$ cat config.mk
export PLATFORM = sky130hd
export DESIGN_NAME = aes256_byte_ctrl_flat
export DESIGN_NICKNAME = d
export VERILOG_FILES = /design/src/rtl/aes256_byte_ctrl_if.sv /design/src/rtl/aes256_byte_ctrl.sv /design/src/flat_wrapper.sv
export SDC_FILE = /design/constraint.sdc
export NUM_CORES = 1
export LEC_CHECK = 0
export ABC_AREA = 1
export CAP_MARGIN = 20
export CELL_PAD_IN_SITES_DETAIL_PLACEMENT = 0
export CELL_PAD_IN_SITES_GLOBAL_PLACEMENT = 2
export CORE_UTILIZATION = 26
export CTS_CLUSTER_SIZE = 25
export DETAILED_ROUTE_END_ITERATION = 8
export PLACE_DENSITY = 0.81
export SYNTH_ARGS = -nofsm -noshare
export SYNTH_HDL_FRONTEND = slang
export SYNTH_SLANG_ARGS = --single-unit
$ cat constraint.sdc
create_clock -name clk -period 2.1 [get_ports clk]
set_input_delay 0.42 -clock clk [delete_from_list [all_inputs] [get_ports clk]]
set_output_delay 0.42 -clock clk [all_outputs]
set_load 0.005 [all_outputs]
$ cat src/rtl/aes256_byte_ctrl_if.sv
// Byte-serial memory, core and control signals for the AES-256 sequencer.
// master = sequencer side, slave = memories / core / host side.
interface aes256_byte_ctrl_if;
   logic         start;
   logic         key_reuse;
   logic         busy;
   logic         done;
   logic         key_valid;
   logic [4:0]   key_addr;
   logic [7:0]   key_dat;
   logic [3:0]   inp_addr;
   logic [7:0]   inp_dat;
   logic [255:0] core_key;
   logic [127:0] core_inp;
   logic [127:0] core_out;
   logic [3:0]   outp_addr;
   logic [7:0]   outp_dat;
   logic         outp_we;

   modport master (
      input  start, key_reuse, key_dat, inp_dat, core_out,
      output busy, done, key_valid, key_addr, inp_addr,
             core_key, core_inp, outp_addr, outp_dat, outp_we
   );

   modport slave (
      output start, key_reuse, key_dat, inp_dat, core_out,
      input  busy, done, key_valid, key_addr, inp_addr,
             core_key, core_inp, outp_addr, outp_dat, outp_we
   );
endinterface

$ cat src/rtl/aes256_byte_ctrl.sv
// Sequencer for a combinational AES-256 core: byte-serial key/plaintext fetch,
// fixed settle wait, then byte-serial ciphertext write-out.
module aes256_byte_ctrl #(
   parameter int unsigned SETTLE_CYCLES = 4,
   parameter int unsigned CNT_W         = 8
) (
   input logic                clk,
   input logic                rst,
   aes256_byte_ctrl_if.master bus
);
   typedef enum logic [2:0] {S_IDLE, S_KEY, S_INP, S_WAIT, S_OUT, S_DONE} state_t;

   state_t           state, state_d;
   logic [5:0]       step;
   logic [CNT_W-1:0] settle;
   logic [127:0]     result;
   logic             fetch_key;

   assign fetch_key = !(bus.key_reuse && bus.key_valid);

   always_comb begin
      state_d = state;
      case (state)
         S_IDLE:  if (bus.start) state_d = fetch_key ? S_KEY : S_INP;
         S_KEY:   if (step == 6'd32) state_d = S_INP;
         S_INP:   if (step == 6'd16) state_d = S_WAIT;
         S_WAIT:  if (settle == CNT_W'(1)) state_d = S_OUT;
         S_OUT:   if (step == 6'd15) state_d = S_DONE;
         S_DONE:  state_d = S_IDLE;
         default: state_d = S_IDLE;
      endcase
   end

   always_ff @(posedge clk) begin
      if (rst) begin
         state         <= S_IDLE;
         step          <= '0;
         settle        <= '0;
         result        <= '0;
         bus.busy      <= 1'b0;
         bus.done      <= 1'b0;
         bus.key_valid <= 1'b0;
         bus.outp_we   <= 1'b0;
         bus.key_addr  <= '0;
         bus.inp_addr  <= '0;
         bus.outp_addr <= '0;
         bus.outp_dat  <= '0;
         bus.core_key  <= '0;
         bus.core_inp  <= '0;
      end else begin
         state       <= state_d;
         bus.busy    <= (state_d != S_IDLE);
         bus.done    <= (state_d == S_DONE);
         bus.outp_we <= (state_d == S_OUT);
         step        <= (state_d != state || state == S_IDLE) ? '0 : step + 6'd1;

         case (state)
            S_IDLE: begin
               if (bus.start) begin
                  if (fetch_key) begin
                     bus.key_valid <= 1'b0;
                     bus.key_addr  <= '0;
                  end else begin
                     bus.inp_addr  <= '0;
                  end
               end
            end
            // Read data lags the address by one cycle; shifting in from the
            // bottom leaves byte 0 in the top lane after the last capture.
            S_KEY: begin
               if (step != 6'd0) bus.core_key <= {bus.core_key[247:0], bus.key_dat};
               if (step < 6'd31) bus.key_addr <= 5'(step + 6'd1);
               if (step == 6'd32) begin
                  bus.key_valid <= 1'b1;
                  bus.inp_addr  <= '0;
               end
            end
            S_INP: begin
               if (step != 6'd0) bus.core_inp <= {bus.core_inp[119:0], bus.inp_dat};
               if (step < 6'd15) bus.inp_addr <= 4'(step + 6'd1);
               if (step == 6'd16) settle <= CNT_W'(SETTLE_CYCLES);
            end
            S_WAIT: begin
               settle <= settle - CNT_W'(1);
               if (settle == CNT_W'(1)) begin
                  result        <= bus.core_out;
                  bus.outp_addr <= '0;
                  bus.outp_dat  <= bus.core_out[127:120];
               end
            end
            // result shifts up so the next byte is always in lane [119:112].
            S_OUT: begin
               if (step != 6'd15) begin
                  result        <= {result[119:0], 8'h00};
                  bus.outp_addr <= 4'(step + 6'd1);
                  bus.outp_dat  <= result[119:112];
               end
            end
            default: ;
         endcase
      end
   end
endmodule

$ cat src/flat_wrapper.sv
// flat-port wrapper written by rule: the top's interface ports become plain ports
module aes256_byte_ctrl_flat 
#(
   parameter int unsigned SETTLE_CYCLES = 4,
   parameter int unsigned CNT_W         = 8
)
  (clk, rst, bus_start, bus_key_reuse, bus_key_dat, bus_inp_dat, bus_core_out, bus_busy, bus_done, bus_key_valid, bus_key_addr, bus_inp_addr, bus_core_key, bus_core_inp, bus_outp_addr, bus_outp_dat, bus_outp_we);
  aes256_byte_ctrl_if bus_i ();
  input logic clk;
  input logic rst;
  input wire logic [$bits(bus_i.start)-1:0] bus_start;
  input wire logic [$bits(bus_i.key_reuse)-1:0] bus_key_reuse;
  input wire logic [$bits(bus_i.key_dat)-1:0] bus_key_dat;
  input wire logic [$bits(bus_i.inp_dat)-1:0] bus_inp_dat;
  input wire logic [$bits(bus_i.core_out)-1:0] bus_core_out;
  output wire logic [$bits(bus_i.busy)-1:0] bus_busy;
  output wire logic [$bits(bus_i.done)-1:0] bus_done;
  output wire logic [$bits(bus_i.key_valid)-1:0] bus_key_valid;
  output wire logic [$bits(bus_i.key_addr)-1:0] bus_key_addr;
  output wire logic [$bits(bus_i.inp_addr)-1:0] bus_inp_addr;
  output wire logic [$bits(bus_i.core_key)-1:0] bus_core_key;
  output wire logic [$bits(bus_i.core_inp)-1:0] bus_core_inp;
  output wire logic [$bits(bus_i.outp_addr)-1:0] bus_outp_addr;
  output wire logic [$bits(bus_i.outp_dat)-1:0] bus_outp_dat;
  output wire logic [$bits(bus_i.outp_we)-1:0] bus_outp_we;
  assign bus_i.start = bus_start;
  assign bus_i.key_reuse = bus_key_reuse;
  assign bus_i.key_dat = bus_key_dat;
  assign bus_i.inp_dat = bus_inp_dat;
  assign bus_i.core_out = bus_core_out;
  assign bus_busy = bus_i.busy;
  assign bus_done = bus_i.done;
  assign bus_key_valid = bus_i.key_valid;
  assign bus_key_addr = bus_i.key_addr;
  assign bus_inp_addr = bus_i.inp_addr;
  assign bus_core_key = bus_i.core_key;
  assign bus_core_inp = bus_i.core_inp;
  assign bus_outp_addr = bus_i.outp_addr;
  assign bus_outp_dat = bus_i.outp_dat;
  assign bus_outp_we = bus_i.outp_we;
  aes256_byte_ctrl #(.SETTLE_CYCLES(SETTLE_CYCLES), .CNT_W(CNT_W)) u_core (.clk(clk), .rst(rst), .bus(bus_i));
endmodule
Word-level counts from Yosys, hierarchy flattened:

Index checks and enable logic that the tools add are counted.

* flip-flop bits (word level): 546
* input port bits: 148
* output and inout port bits: 409
* logic and storage cells: 87

* add/sub/neg operators: 2
* order comparisons: 2
* equality and inequality tests: 21
* multiplexer cells: 31
* reduce and logical (&&, ||, !) cells: 17

Operators by type and width (count)
* $mux 120: 2
* $pmux 120 s2: 1
* $pmux 8 s2: 2
* $mux 4: 6
* $mux 8: 3
* $mux 3: 5
* $mux 5: 3
* $pmux 3 s5: 1
* $ne 2x1->1 const B: 7
* $pmux 4 s3: 1
* $pmux 5 s2: 1
* $eq 3x3->1 const B: 3
* $eq 8x1->1 const B: 1
* $pmux 4 s2: 1
* $reduce_and 4->1: 2
* $sub 8x1->8 const B: 1
* $add 6x1->6 const B: 1
* $eq 3x2->1 const B: 2
* $eq 6x4->1 const B: 1
* $eq 6x5->1 const B: 1
* $eq 6x6->1 const B: 1
* $lt 6x4->1 const B: 1
* $lt 6x5->1 const B: 1
* $ne 6x4->1 const B: 1
* other kinds (16): 24

Longest topological paths before layout:

* word-level depth: 7
* gate-level depth with buffers: 11
* mapped depth without buffers: 11

Worst setup path before layout:

No wires, ideal clock.

* path type: register -> register
* from: register u_core.step[0]
* to: register u_core.bus.core_inp[117] (netlist bit)
* setup time: 65 ps
* arrival time: 1550 ps
* data required time: 2035 ps
* slack: 485 ps
* stages on the path, launching flop included: 12
* buffers on the path: 2
* period minus slack after synthesis: 1615 ps
* cell sequence: dfxtp_1 -> inv_1 -> ha_1 -> nand2_1 -> inv_1 -> nand2_1 -> nand2_1 -> inv_1 -> buf_2 -> buf_1 -> nor2_1 -> nor2_1

* word-level cells in the longest chain between the ends: 2

Ends and longest elaborated chain
* start: declaration: line aes256_byte_ctrl.sv:14 `logic [5:0] step;`
* start signal: assignment: line aes256_byte_ctrl.sv:55 `step <= (state_d != state || state == S_IDLE) ? '0 : step + 6'd1;`
* $reduce_bool 6->1: line aes256_byte_ctrl.sv:79 `if (step != 6'd0) bus.core_inp <= {bus.core_inp[119:0], bus.inp_dat};`
* $reduce_and 2->1 (no source line)
* end signal: assignment: line aes256_byte_ctrl.sv:79
* end: declaration: line aes256_byte_ctrl_if.sv:23 `core_key, core_inp, outp_addr, outp_dat, outp_we`

Every way passes these cells.
A chain may end at the register's enable or synchronous reset.

Worst setup path in the final report:

* from: register u_core.bus.core_key[193] (netlist bit)
* to: output bus_core_key[193]

RTL lines
* start: declaration: line aes256_byte_ctrl_if.sv:23
* start signal: assignment: line aes256_byte_ctrl.sv:71 `if (step != 6'd0) bus.core_key <= {bus.core_key[247:0], bus.key_dat};`
* end: declaration: line flat_wrapper.sv:21 `output wire logic [$bits(bus_i.core_key)-1:0] bus_core_key;`

No word-level cell between the ends.

==> impl_metrics.csv <==
group,metric,value,unit
flow_run,drv_cap,0,
die,core,77500,um^2
worst_setup_path,path_delay_family,"buffers and inverters",
routing,routedWlPerCell,16.6,um
die,dieArea,79400,um^2
placed_design,pre_cts_slack,0.103,ns
cts,cts_sinks,546,
worst_setup_path,critical_path_arrival,1.61,ns
routing,topRoutingLayerUsed,"met5",
power,p_int,17.5,mW
worst_setup_path,end_kind,"output pin",
worst_setup_path,cpMaxStageDelayCell,"clkdlybuf4s50_1",
synthesis,netlist.area_leader.share,0.537,
placed_design,gp_congestion,0.789,
routing,routed_wl,71400,um
global_routing,grt_pass1_wl,107000,um
cells_and_area,fillers,8292,
cells_and_area,final_area,29300,um^2
timing,rsz0062_at_grt,"no",
routing,antenna_left,0,
timing,finalMaxSlewViolations,0,
routing,vias_per_cell,4.39,
placed_design,placed_area,27200,um^2
synthesis,avgSynthCellArea,7.48,um^2
routing,wirelength_met1,31300,um
cts,clk_latency,0.61,ns
worst_setup_path,path_cells,"clkdlybuf4s50_1",
power,powerDensity,788,nW/um^2
timing,finalHoldViolCount,0,
die,start_util,0.263,
timing,max_slew_margin,0.622,
timing,fmax,492,MHz
timing,fin_crit_sh,0.967,
timing,worst_slack,0.0689,ns
synthesis,syn_nets,2872,
synthesis,yosysTopAreaCell,"dfxtp_1",
synthesis,ys_ff_latch,546,
die,ioPinCount,557,
synthesis,ys_warn_count,0,
routing,dr_wl_met3,5950,um
cts,cts_buffers,66,
power,pwr-share-clk,0.482,
global_routing,grt.total_usage,0.173,
cts,clockBufferDepth,3,
routing,dr.pass1.iters,5,
worst_setup_path,critPathBufInv,1,
global_routing,antenna_found_initial,10,
routing,first_iter_violations,937,
cells_and_area,area_delta_synth_final,44.2,%
synthesis,ys_seq_area_frac,0.537,
cts,cts-htree-levels,3,
global_routing,grt_overflow_total,0,
synthesis,synth_cell_types,28,
timing,fin_skew,0.0335,ns
worst_setup_path,slowest_delay,0.57,ns
worst_setup_path,critPathLaunchType,"register",
power,switching_share,0.242,
die,rows,102,
die,die_w,282,um
die,die_h,282,um
cells_and_area,drive_gt1_frac,0.0567,
worst_setup_path,critPathRequiredTime,1.68,ns
cells_and_area,instances_no_fill,4302,
synthesis,synth_area,20300,um^2
power,p_seq_frac,0.458,
placed_design,placedCellCount,4186,
power,ir_drop,0.523,mV
timing,min_period,2.03,ns
placed_design,placement.io_buffers,556,
cells_and_area,postLayoutCoreUtil,0.379,
cells_and_area,seq_area,10900,um^2
cells_and_area,multiInputGateArea,8030,um^2
outcome,status,"completed",
worst_setup_path,crit_type,"register to output pin",
global_routing,grt_start_max_net_pins,164,
cts,root_buffer,"clkbuf_16",
power,p_comb_frac,0.060,
cts,postCtsSetupBuffers,0,
timing,setup-violations-final,0,
power,power_switching,5.59,mW
routing,vias,18900,
hold_path,min_path_type,"input port to register",
synthesis,synth_area_leaders,"dfxtp_1 (54%), nor2_1 (15%), o21ai_0 (14%), nand2_1 (4.0%), a21oi_1 (3.7%)",
routing,met2_length,32600,um
power,leakagePower,10.7,nW
synthesis,netlist_instances,2720,
cts,clkTransAtPathRegs,0.06,ns
cells_and_area,final_nets,3367,
routing,route.detailed.drc,0,
global_routing,grt_pass1_vias,18100,
timing,tightest_slew,0.565,ns
timing,fin_tns_setup,0,ns
worst_setup_path,crit_fanout,3,
cts,cts_tree,"done",
placed_design,dpl.hpwl,49500,um
cts,ctsHoldBuffers,0,
==> cell usage after synthesis <==
cell type / n
o22ai_1: 1
buf_4: 5
nand4_1: 3
nand3_2: 1
nor3_2: 1
nand2_2: 2
a31o_2: 1
clkinv_1: 1
ha_1: 4
nor2_2: 1
o21ai_1: 42
inv_1: 136
buf_6: 6
nand3b_1: 4
o211ai_1: 1
nand3_1: 23
nand2_1: 219
nor2_4: 1
clkbuf_1: 111
nor2_1: 798
inv_2: 6
buf_1: 3
a21oi_1: 151
o21ai_0: 575
buf_2: 73
nor3_1: 2
dfxtp_1: 546
xor2_1: 3
==> metal layers <==
metal | vias to the layer above | global-route usage
li1 | 9748 | -
met1 | 8573 | 0.211
met2 | 432 | 0.280
met3 | 106 | 0.0667
met4 | 18 | 0.0463
met5 | - | 0
==> what timing repair did <==
action,CTS,global route
endpoints found under the setup margin,6,231
pin swaps,0,0
gates resized for setup,6,14
gates cloned,0,1
==> worst reg2reg max path: stages, from the launching register on <==
cell and delay (ns):
dfxtp_2 0.36, inv_1 0.06, ha_1 0.20, nand2_1 0.09, inv_1 0.06, nand2_2 0.14
nand2_4 0.16, buf_12 0.22, o21ai_0 0.42, nor2_1 0.07
==> power groups by stage <==
stage	Sequential (mW)	Combinational [mW]	Clock (mW)
3_5_place_dp	10.8	1.40	0
6_report	10.6	1.39	11.1
5_1_grt	10.6	1.55	11.9
3_3_place_gp	10.8	1.40	0
4_1_cts	10.6	1.41	11.5
2_1_floorplan	10.8	0.604	0
==> cells in the final DEF (no fill, tap or decap), types with 7 or more instances in the layout <==
cell	instances
buf_4	43
inv_1	135
o21ai_0	574
dfxtp_1	540
buf_12	21
clkbuf_1	23
clkbuf_16	67
nor2_1	798
nand3_1	23
o21ai_1	43
clkdlybuf4s50_1	549
clkinv_2	7
a21oi_1	151
nand2_1	216
==> through the flow <==
stage	power (mW)	hold slack (ns)
final	23.1	0.292
after global routing	24.1	0.280
after CTS	23.5	0.248
after detailed placement	12.2	0.437
after global placement	12.2	0.432
after floorplan	11.4	0.425
==> area by class of cell <==
class,instances,area share
clock inverters,21,0.0104
repair buffers,625,0.219
inverters,143,0.0190
clock buffers,93,0.0611
well taps,1040,0.0443
flip-flops and latches,546,0.373
multi-input cells,1833,0.274
diodes,1,0.0000853
==> final timing paths <==
path / from / to / slack (ns) / cells after the start
worst min register to register: u_core.step[0]$_SDFF_PP0_ / u_core.step[0]$_SDFF_PP0_ / 0.44 / 1
worst max register to register: u_core.step[0]$_SDFF_PP0_ / u_core.bus.core_key[198]$_SDFFE_PP0P_ / 0.20 / 9
worst min-delay path: rst / u_core.result[92]$_SDFFE_PP0P_ / 0.29 / 4
worst max-delay path: u_core.bus.core_key[193]$_SDFFE_PP0P_ / bus_core_key[193] / 0.07 / 1
==> logic make-up after synthesis <==
kind of cell | synth area share
simple gates | 0.199
compound gates | 0.190
flops | 0.537
buf+inv | 0.0705
fa+ha+maj | 0.00246
xor+xnor | 0.00129
==> state kept, by name, indices dropped and copies added (netlist names) <==
signal	count
u_core.bus.busy	1
u_core.result	120
u_core.bus.core_inp	128
u_core.bus.outp_dat	8
u_core.state	3
u_core.bus.inp_addr	4
u_core.bus.outp_we	1
u_core.bus.core_key	256
u_core.bus.outp_addr	4
u_core.bus.key_valid	1
u_core.bus.done	1
u_core.bus.key_addr	5
u_core.settle	8
u_core.step	6
Power figures use the tool's default switching activity.
==> patch 1 (same settings) <==
Reset style: asynchronous (`rst`), changed in one clocked block.
--- a/src/rtl/aes256_byte_ctrl.sv
+++ b/src/rtl/aes256_byte_ctrl.sv
@@ -33,3 +33,3 @@
 
-   always_ff @(posedge clk) begin
+   always_ff @(posedge clk or posedge rst) begin
       if (rst) begin
Function: differs if rst is asserted again (counterexample within 4 cycles, from zero or initial values and one cycle with rst high); with rst held inactive, the same outputs for 4 cycles.
==> patch 1 against the unedited design <==
Total power is 3.3% lower. Cell area is 6.4% higher. Sequential cell count stayed put. Wire length is 4.7% lower. Die area is 7.4% higher. Clock skew is 0.0033 ns lower. Final cell count is 4.5% lower. Sequential share of layout area is 6.6 points higher. Synthesized area is 7.4% higher. Setup slack worse by 0.017 ns. Via count is 6.6% lower. Largest cell class unchanged. Highest routed layer unchanged.
==> patch 1: results (changes against the unedited design) <==
[pwr]
power.internal_mw=17.5  ; -0.30%
p_leak_nw=14.7  ; +38%
p_comb_mw=0.760  ; -45%
max-vdd-ir-drop_v=0.000478  ; -8.6%
p_per_area_nw_per_um2=716  ; -9.1%

[synth]
synthXorXnorAreaFrac=0.00120  ; -0.0000895
synthMuxAreaShare=0.00103  ; +0.00103
ys_seq_area_frac=0.625  ; +0.0878
synth_fa_ha_area_frac=0.00229  ; -0.000170
synth_ff_type=dfrtp_1
synth_compound_area_frac=0.151  ; -0.0393
avgSynthCellArea_um2=9.00  ; +20%
ys_types=29  ; +3.6%
ys_top_cells_by_count=dfrtp_1, nand2_1, o21ai_0
syn_nets=2581  ; -10%
async_flop_share=1.00  ; +1.00
ys_top_cells_by_area=dfrtp_1, o21ai_0, nand2_1, inv_1, a21oi_1

[drt]
dr_total_vias=17600  ; -6.6%
met3WireLength_mm=3.68  ; -38%
postRouteWirelength_mm=68.0  ; -4.7%
wl_met1_mm=30.1  ; -4.0%
first_iter_violations=1061  ; +13%
dr.pass1.iters=6  ; +1
wire_per_inst_um=16.6  ; -0.20%
dr_wl_met2_mm=32.8  ; +0.71%

[sta]
setup_slack_ns=0.0519  ; -0.0170 ns
clock_skew_ns=0.0302  ; -0.00329 ns
whs_ns=0.231  ; -0.0616 ns
relSlewSlack=0.621  ; -0.00105

[global_routing]
grt_first_pass_wirelength_mm=104  ; -2.6%
grt_pass1_vias=17100  ; -5.2%
gr-usage-all-layers=0.156  ; -0.0161
grt_max_degree=101  ; -38%
antenna_found_initial=2  ; -8

[outcome]
status=finished clean

[min_path]
hold_path_class=input pin to async pin

[clocking]
h-tree-depth=2  ; -1
numCtsBuffers=60  ; -9.1%
clk_latency_ns=0.63  ; +0.02 ns

[worst_setup_path]
reg2reg_to=u_core.result[56]$_DFFE_PP0P_
worstSetupEndpoint=bus_core_key[14]
cp-startpoint=u_core.bus.core_key[14]$_DFFE_PP0P_
r2r-start=u_core.step[0]$_DFF_PP0_
rrSetupSlack_ns=0.17  ; -0.03 ns
crit_arrival_ns=1.63  ; +0.02 ns

[placement]
preCtsSetupSlack_ns=0.0822  ; -0.0211 ns
dpl_cell_area_um2=29000  ; +6.6%
dp.cells=3987  ; -4.8%
hpwl_mm=50.2  ; +1.5%
gp_congestion=0.800  ; +1.4%

[finish]
nets=3138  ; -6.8%
stdcell_area_um2=31200  ; +6.4%
drive_gt1_frac=0.0705  ; +0.0138
fillCellCount=8324  ; +0.39%

patch 1: layout make-up:
type                       instances  area share
inverter                         346      0.0417
timing repair buffer             634       0.209
clock inverter                    26     0.00962
clock buffer                      86      0.0576
antenna                            1   0.0000802
tap                             1070      0.0429
multi-input combinational       1398       0.201
sequential                       546       0.438
patch 1: kinds of logic (layout without fill, tap and decap cells):
kind of cell               count (synthesis)  after routing
and+or+nand+nor                          735            735
AOI/OAI and AO/OA                        654            654
DFF                                      546            546
buffers and inverters                    485           1092
adders and majority gates                  4              4
xor gates and xnor gates                   3              3
muxes                                      2              2
other                                      0              1
patch 1: metal layers:
layer,global-route usage,vias to the layer above
li1,-,8779
met1,0.206,8295
met2,0.263,467
met3,0.0301,93
met4,0.0395,2
met5,0,-
patch 1: timing repair:
item	CTS	global route
cloned	0	3
setup endpoints to repair	20	93
pin swaps	0	1
resized for setup	20	9
setup buffers	1	3
hold endpoints to repair	0	0
==> patch 2 (same flow settings) <==
Without the edit above. `CNT_W` is set to 8 in 2 places; all go to 12.
--- a/src/rtl/aes256_byte_ctrl.sv
+++ b/src/rtl/aes256_byte_ctrl.sv
@@ -4,3 +4,3 @@
    parameter int unsigned SETTLE_CYCLES = 4,
-   parameter int unsigned CNT_W         = 8
+   parameter int unsigned CNT_W         = 12
 ) (
--- a/src/flat_wrapper.sv
+++ b/src/flat_wrapper.sv
@@ -4,3 +4,3 @@
    parameter int unsigned SETTLE_CYCLES = 4,
-   parameter int unsigned CNT_W         = 8
+   parameter int unsigned CNT_W         = 12
 )
Function: not settled (the Yosys comparison gave no result); the edit may change what the design does.
==> patch 2 against the unedited design <==
First-iteration DRC count is 15% higher. Critical path depth stayed put. Synthesized cell count is 1.7% higher. Sequential cell count is 4 higher. Synthesized area is 1.1% higher. Wire length is 0.13% lower. Sequential share of layout area is 0.32 points lower. Cell area is 1.5% higher. Setup slack worse by 0.0056 ns.
Power is not compared: it rests on default switching activity, and its combinational part moved more than twofold at a synthesized area within 25%.
==> patch 2: results (changes against the unedited design) <==
[synth]
synth_compound_area_frac=0.191  ; +0.00113
ys_types=30  ; +7.1%
ys_seq_area_frac=0.535  ; -0.00202
synthXorXnorAreaFrac=0.000851  ; -0.000440
ys_top_cells_by_count=nor2_1, dfxtp_1, o21ai_0
syn_nets=2918  ; +1.6%
ys_seq_elements=550  ; +0.73%
ys_top_cells_by_area=dfxtp_1, nor2_1, o21ai_0, nand2_1, a21oi_1
synth_fa_ha_area_frac=0.00243  ; -0.0000271
avgSynthCellArea_um2=7.44  ; -0.57%

[placement]
preCtsSetupSlack_ns=0.0620  ; -0.0414 ns
dp.cells=4236  ; +1.2%
dpl_cell_area_um2=27500  ; +1.4%
hpwl_mm=50.5  ; +2.0%
gp_congestion=0.793  ; +0.56%

[die]
die_w_um=283  ; +0.55%

[finish]
multiInputGateArea_um2=8230  ; +2.4%
nets=3419  ; +1.5%
nonClockInverterCount=145  ; +1.4%
buffer_area_frac=0.218  ; -0.000617
clock_buffers=102  ; +9.7%
drive_gt1_frac=0.0596  ; +0.00291
fillCellCount=8268  ; -0.29%
multi_input_cells=1872  ; +2.1%
final-instance-count-excl-fill=4361  ; +1.4%
stdcell_area_um2=29800  ; +1.5%
register_area_um2=11000  ; +0.66%
clock_area_frac=0.0736  ; +0.00211
buffers_excl_clock=630  ; +0.80%

[clocking]
numCtsBuffers=68  ; +3.0%
cts_buffer_depth=3  ; unchanged
post_cts_buffers=0  ; unchanged
h-tree-depth=3  ; unchanged
clkTransAtPathRegs_ns=0.06  ; about the same
cts-resized-gates=0  ; -6

[drt]
postRouteWirelength_mm=71.3  ; -0.13%
dr_total_vias=19100  ; +1.4%
first_iter_violations=1081  ; +15%

[global_routing]
grt_max_degree=121  ; -26%
antenna_found_initial=1  ; -9
grt_pass1_vias=18200  ; +0.54%
grt_first_pass_wirelength_mm=109  ; +2.4%
gr-usage-all-layers=0.172  ; -0.000755

[min_path]
min_from=bus_key_dat[4]
holdPathEnd=u_core.bus.core_key[4]$_SDFFE_PP0P_
hold_path_depth=3  ; -1

[outcome]
status=finished clean

[pwr]
combPwrFrac=0.130

[worst_setup_path]
r2r-start=u_core.state[0]$_SDFF_PP0_
slowest_delay_ns=0.65  ; +0.08 ns
r2r.worst_path.cells=8  ; -1
rrSetupSlack_ns=0.18  ; -0.02 ns
reg2reg_to=u_core.result[32]$_SDFFE_PP0P_

[sta]
period_share=0.970  ; +0.00265
whs_ns=0.439  ; +0.147 ns
worst_pin_slew_ns=0.525  ; -0.0407 ns
clock_skew_ns=0.0349  ; +0.00140 ns
slew_viol_final=0  ; unchanged

[patch 2: cell types whose count changed after synthesis, moves of 5 or more]
| cell | before | now |
|---|---|---|
| a21oi_1 | 151 | 156 |
| nor2_1 | 798 | 822 |
| buf_6 | 6 | 1 |
| o21ai_0 | 575 | 545 |
| clkbuf_1 | 111 | 124 |
| o21ai_1 | 42 | 73 |
[patch 2: routing by layer]
layer  share of wire  global-route usage
met5               0                   0
met3           0.063              0.0503
met2            0.47               0.287
met4           0.027              0.0558
met1            0.44               0.210
[patch 2: tightest hold or removal path: stages]
cell and delay, ns:
clkdlybuf4s50_1 0.39, o21ai_0 0.15, nor2_1 0.04
[patch 2: cell families (layout without fill, tap and decap cells)]
| group | Yosys count | count (layout) |
|---|---|---|
| buffers and inverters | 345 | 898 |
| adder cells (fa/ha/maj) | 4 | 4 |
| AO/OA/AOI/OAI | 782 | 782 |
| other | 0 | 1 |
| XOR/XNOR | 2 | 2 |
| AND/OR/NAND/NOR | 1083 | 1084 |
| flip-flops | 550 | 550 |
[patch 2: worst max path at each step]
| stage | from | end |
|---|---|---|
| floorplan | u_core.step[0]$_SDFF_PP0_ | u_core.result[10]$_SDFFE_PP0P_ |
| finish | u_core.bus.core_key[247]$_SDFFE_PP0P_ | bus_core_key[247] |
| global placement | bus_start | u_core.bus.inp_addr[0]$_SDFFE_PP0P_ |
| CTS | u_core.bus.core_key[237]$_SDFFE_PP0P_ | bus_core_key[237] |
| detailed placement | u_core.step[0]$_SDFF_PP0_ | u_core.bus.core_key[241]$_SDFFE_PP0P_ |
| global route | u_core.bus.core_key[11]$_SDFFE_PP0P_ | bus_core_key[11] |
